### src/rtl/mips_mem_pkg.sv
// mips_mem_pkg: shared types and constants for the data-memory bridge.
//   dmb_state_t  - bridge FSM states
//   WA_LSB       - lowest bit of the word address (byte offset bits below it are ignored)
//   WB_DEPTH_DEF - default write-buffer depth
package mips_mem_pkg;
  typedef enum logic [1:0] {IDLE, WR, RD, RDONE} dmb_state_t;
  localparam int WA_LSB = 2;
  localparam int WB_DEPTH_DEF = 2;
endpackage

### src/rtl/wb_fifo.sv
// wb_fifo: shift-register write buffer with youngest-match address lookup.
//   push/push_addr/push_data - enqueue at the tail
//   pop                      - drop the head (entry 0)
//   count                    - number of valid entries
//   head_addr/head_data      - oldest entry
//   lookup_addr/hit/hit_data - parallel search, youngest matching entry wins
module wb_fifo #(
  parameter int DEPTH = 2,
  parameter int AW = 32,
  localparam int CW = $clog2(DEPTH + 1)
) (
  input  logic          clk,
  input  logic          rst,
  input  logic          push,
  input  logic [AW-1:0] push_addr,
  input  logic [31:0]   push_data,
  input  logic          pop,
  output logic [CW-1:0] count,
  output logic [AW-1:0] head_addr,
  output logic [31:0]   head_data,
  input  logic [AW-1:0] lookup_addr,
  output logic          hit,
  output logic [31:0]   hit_data
);
  logic [AW-1:0] a [DEPTH];
  logic [31:0]   d [DEPTH];
  logic [CW-1:0] wi;
  // With a simultaneous pop the tail slides down one slot, so the new entry lands one lower.
  assign wi = pop ? count - CW'(1) : count;
  assign head_addr = a[0];
  assign head_data = d[0];
  always_ff @(posedge clk) begin
    if (rst) count <= '0;
    else begin
      count <= count + CW'(push) - CW'(pop);
      for (int i = 0; i < DEPTH; i++)
        if (push && i == int'(wi)) begin
          a[i] <= push_addr;
          d[i] <= push_data;
        end else if (pop) begin
          a[i] <= a[(i + 1) % DEPTH];
          d[i] <= d[(i + 1) % DEPTH];
        end
    end
  end
  // Higher index is younger, so a later match overrides an earlier one.
  always_comb begin
    hit = 1'b0;
    hit_data = '0;
    for (int i = 0; i < DEPTH; i++)
      if (i < int'(count) && a[i] == lookup_addr) begin
        hit = 1'b1;
        hit_data = d[i];
      end
  end
endmodule

### src/rtl/dmem_bridge.sv
// dmem_bridge: core load/store port to handshaked data RAM with a store buffer.
//   core side: memread, memwrite, addr, writedata -> readdata, stall
//   RAM side : mem_req, mem_we, mem_addr, mem_wdata (registered) <- mem_ack, mem_rdata
module dmem_bridge
  import mips_mem_pkg::*;
#(
  parameter int WB_DEPTH = WB_DEPTH_DEF,
  parameter int AW = 32
) (
  input  logic          clk,
  input  logic          rst,
  input  logic          memread,
  input  logic          memwrite,
  input  logic [AW-1:0] addr,
  input  logic [31:0]   writedata,
  output logic [31:0]   readdata,
  output logic          stall,
  output logic          mem_req,
  output logic          mem_we,
  output logic [AW-1:0] mem_addr,
  output logic [31:0]   mem_wdata,
  input  logic          mem_ack,
  input  logic [31:0]   mem_rdata
);
  localparam int CW = $clog2(WB_DEPTH + 1);
  dmb_state_t state, nstate;
  logic [CW-1:0] count;
  logic [AW-1:0] wa, head_addr, addr_n;
  logic [31:0]   head_data, hit_data, rlat, rlat_n, wdata_n;
  logic          hit, full, is_load, miss, push, pop, req_n, we_n;
  assign wa = addr & ~AW'((1 << WA_LSB) - 1);
  assign full = count == CW'(WB_DEPTH);
  // A request with both strobes set is handled as a store.
  assign is_load = memread & ~memwrite;
  assign miss = is_load & ~hit;
  assign push = memwrite & ~full;
  // RDONE is the one cycle where a missing load is satisfied from the read latch.
  assign stall = (memwrite & full) | (miss & (state != RDONE));
  assign readdata = (is_load & ~stall) ? (hit ? hit_data : rlat) : '0;
  wb_fifo #(.DEPTH(WB_DEPTH), .AW(AW)) u_fifo (
    .clk(clk), .rst(rst),
    .push(push), .push_addr(wa), .push_data(writedata),
    .pop(pop), .count(count),
    .head_addr(head_addr), .head_data(head_data),
    .lookup_addr(wa), .hit(hit), .hit_data(hit_data)
  );
  always_ff @(posedge clk) begin
    if (rst) begin
      state <= IDLE;
      mem_req <= 1'b0;
      mem_we <= 1'b0;
      mem_addr <= '0;
      mem_wdata <= '0;
      rlat <= '0;
    end else begin
      state <= nstate;
      mem_req <= req_n;
      mem_we <= we_n;
      mem_addr <= addr_n;
      mem_wdata <= wdata_n;
      rlat <= rlat_n;
    end
  end
  always_comb begin
    nstate = state;
    req_n = mem_req;
    we_n = mem_we;
    addr_n = mem_addr;
    wdata_n = mem_wdata;
    rlat_n = rlat;
    pop = 1'b0;
    unique case (state)
      IDLE:
        if (miss) begin
          nstate = RD;
          req_n = 1'b1;
          we_n = 1'b0;
          addr_n = wa;
        end else if (|count || push) begin
          // An empty buffer receiving a store issues that store directly.
          nstate = WR;
          req_n = 1'b1;
          we_n = 1'b1;
          addr_n = |count ? head_addr : wa;
          wdata_n = |count ? head_data : writedata;
        end
      WR:
        if (mem_ack) begin
          nstate = IDLE;
          req_n = 1'b0;
          pop = 1'b1;
        end
      RD:
        if (mem_ack) begin
          nstate = RDONE;
          req_n = 1'b0;
          rlat_n = mem_rdata;
        end
      RDONE: nstate = IDLE;
      default: nstate = IDLE;
    endcase
  end
endmodule

### config.mk
export PLATFORM = sky130hd
export DESIGN_NAME = dmem_bridge
export DESIGN_NICKNAME = d
export VERILOG_FILES = /design/src/rtl/mips_mem_pkg.sv /design/src/rtl/wb_fifo.sv /design/src/rtl/dmem_bridge.sv
export SDC_FILE = /design/constraint.sdc
export NUM_CORES = 1
export LEC_CHECK = 0
export ABC_CLOCK_PERIOD_IN_PS = 14100
export BUFFER_PORTS_ARGS = -buffer_cell sky130_fd_sc_hd__clkbuf_2
export CAP_MARGIN = 20
export CELL_PAD_IN_SITES_DETAIL_PLACEMENT = 1
export CELL_PAD_IN_SITES_GLOBAL_PLACEMENT = 1
export CORE_MARGIN = 5
export CORE_UTILIZATION = 48
export DETAILED_ROUTE_END_ITERATION = 10
export HOLD_SLACK_MARGIN = 0.15
export PLACE_DENSITY = 0.95
export REMOVE_ABC_BUFFERS = 1
export SETUP_SLACK_MARGIN = 0.1
export SLEW_MARGIN = 20
export SYNTH_ARGS = -nofsm -noshare
export SYNTH_HDL_FRONTEND = slang
export SYNTH_SLANG_ARGS = --single-unit
### constraint.sdc
create_clock -name clk -period 14.1 [get_ports clk]
set_input_delay 0.705 -clock clk [delete_from_list [all_inputs] [get_ports clk]]
set_output_delay 0.705 -clock clk [all_outputs]
set_load 0.03 [all_outputs]
==> run metrics <==
CP Capture Type output port; RSZ-0062 raised after global routing no; # fillers 2,495; most frequent standard cell in the layout excluding fill and tap cells clkbuf_2; crit path cell chain xor2_1 -> nor4_1 -> nand4_1 -> nor4_2 -> buf_4 -> o31ai_4 -> buf_4 -> a211oi_1 -> clkbuf_2; Ant. Diodes 0; WP data required 13.40 ns; CP max FO 35; synth warn 0; max_slew headroom 24.4%; Peak Freq 218 MHz; 1st-iter DRT viols 553; crit path DAT 3.88 ns; CTS sink cnt 230; core area 23,300 µm²; CP Class flop to output port; Synth Register Bits 230; top cells by area, synth edfxtp_1, dfxtp_1, mux2_2; Post-Syn Area 11,200 µm²; worst hold slack 0.390 ns; R2R Setup Slk 10.34 ns; WHS Path Cells 3; H-Tree Depth 1; I/O pin count 200; maxcap violations 0; CP max stage delay 0.63 ns; CTS tree yes; Total GRT Usage 24.9%; Final setup viols 0; fin. max-slew vios 0; Least-Margin Pin Slew 1.13 ns; GRT overflow 0; DIE AREA 26,500 µm²; Clock Pin Slew Worst Setup and Hold Paths 0.06 ns; Netlist cell types 40; Die Width 163 µm; CTS buffer count 26; TNS Setup 0 ns; worst slack, placed 9.67 ns; WP depth 9; worst setup margin 9.51 ns; status complete, no violations; drt drc 0; Syn Area/Cell 11.6 µm²; ys async rst share 0%; FF-to-FF path depth 11; CTS Hold Buffers Added 0; Critical Path Source u_fifo.a[0][12]$_DFFE_PP_; largest net degree at the start of global routing 87; critical path's top delay family buffers and inverters; Final Cycle Share 32.5%; DP HPWL 21.4 mm; most used flip-flop cell after synthesis edfxtp_1; worst skew pair latency 0.54 ns; WHS Endpoint rlat[8]$_SDFFE_PP0P_; Slowest-stage cell, CP buf_4; WL final 33.8 mm; buffer count from post-CTS setup fixing 0; die height 163 µm; leak pwr 5.03 nW; clock root buffer clkbuf_16; power per cell area 198 nW/µm²; IO buf count 197; Row Count 56; Vias per Instance 5.81; Post-synth EDFFs 128; endpoints failing hold 0; Synth area leader edfxtp_1; sequential fraction of the synthesis area 52.4%; reg-to-reg endpoint mem_wdata[2]$_SDFFE_PP0P_; most frequent cells in the layout clkbuf_2, edfxtp_1, mux2_2; Worst setup SP type flop; Worst Path Buf+Inv 3; DRT antenna net count 0; layout cells sized above 1 36.0%; antenna violations before repair 1; vias in the first global route 9,395; CTS Buffer Depth 3; worst vdd ir 0.134 mV; RD Place Congestion 0.786; min cycle time layout 4.59 ns; routed len/inst 23.0 µm; post-CTS sizing 0; area growth from synthesis to final layout 19.6%; total iterations of the first detailed-routing run 4; Starting Density 48.3%; cell mode on critical path buf_4; Synth top area share 34.2%; Final Skew 0.0190 ns; via count 8,553; Worst Hold Class input port to flop; first-pass GRT wire length 52.3 mm; NumNets Final 1,244; Gate Count Post-Synth 964; hold path start mem_rdata[8]; RR Startpoint u_fifo.count[1]$_SDFF_PP0_
-- synth_stat cells, types with 4 or more instances --
library cell / number
mux2_2: 124
nor3_1: 4
a21oi_1: 69
dfxtp_1: 102
nand3_1: 4
inv_1: 12
buf_4: 5
nand4_1: 13
o22ai_1: 31
o21bai_1: 30
edfxtp_1: 128
xor2_1: 25
a211oi_2: 28
nand2b_1: 4
nand2_1: 74
nor2_1: 70
mux2i_1: 64
buf_2: 6
ha_1: 9
a211oi_1: 36
clkbuf_1: 55
xnor2_1: 37
nor4_1: 8
-- how the worst max path moves through the flow --
stage	to	slack, ns
after CTS	readdata[5]	9.52
after floorplan	readdata[0]	3.83
after detailed placement	readdata[5]	9.67
final	readdata[8]	9.51
after global placement	readdata[8]	9.65
after global routing	readdata[10]	9.38
-- per-stage QoR --
stage / util [%] / instances / total power, mW / area, µm²
floorplan: - / 893 / 1.63 / 10900
global placement: 53.8 / 1425 / 1.87 / 12500
detailed placement: 53.8 / 1425 / 1.92 / 12500
CTS: 57.7 / 1471 / 2.67 / 13400
global route: 57.7 / 1471 / 2.78 / 13400
finish: 57.7 / 1471 / 2.66 / 13400
-- flip-flops by register name (all words and copies together) (netlist names) --
signal        cells
mem_req           1
u_fifo.d         64
state             2
u_fifo.a         64
rlat             32
u_fifo.count      2
mem_we            1
mem_addr         32
mem_wdata        32
-- report_power, final --
| part | total [mW] | internal (mW) | switching [mW] | leakage, nW |
|---|---|---|---|---|
| logic | 0.900 | 0.295 | 0.605 | 2.56 |
| registers | 1.01 | 0.907 | 0.107 | 2.02 |
| clock network | 0.746 | 0.461 | 0.285 | 0.451 |
| total | 2.66 | 1.66 | 0.997 | 5.03 |
-- routing by layer --
layer / track usage, % / share of wire [%] / wire, µm / vias up
li1: - / - / - / 3902
met1: 29.6 / 39 / 13200 / 4289
met2: 44.7 / 51 / 17200 / 298
met3: 6.07 / 7.5 / 2520 / 62
met4: 7.17 / 2.3 / 791 / 2
met5: 0 / 0.044 / 15 / -
-- logic make-up (layout without fill, tap and decap cells) --
group / Yosys count / after routing / synth area share, %
adders and majority gates: 9 / 9 / 1.00
and+or+nand+nor: 187 / 187 / 7.18
DFF: 230 / 230 / 52.4
muxes: 188 / 188 / 18.1
AOI/OAI and AO/OA: 205 / 205 / 13.2
buffers and inverters: 83 / 271 / 3.21
xor gates and xnor gates: 62 / 62 / 4.84
-- worst register-to-register path, delay by kind of cell (launching register included) --
kind            cells  cell delay, ns
simple gates        5            1.31
flops               1            0.35
buf+inv             3            1.15
fa+ha+maj           1            0.22
compound gates      2            0.60
-- area by class of cell --
cell class	count	area (µm²)	share of cell area [%]
clock buffers	36	751	5.59
clock inverters	10	176	1.31
inverters	12	45.0	0.335
multi-input cells	651	5070	37.7
flip-flops and latches	230	5890	43.8
well taps	319	399	2.97
repair buffers	213	1110	8.25
Power figures use the tool's default switching activity.
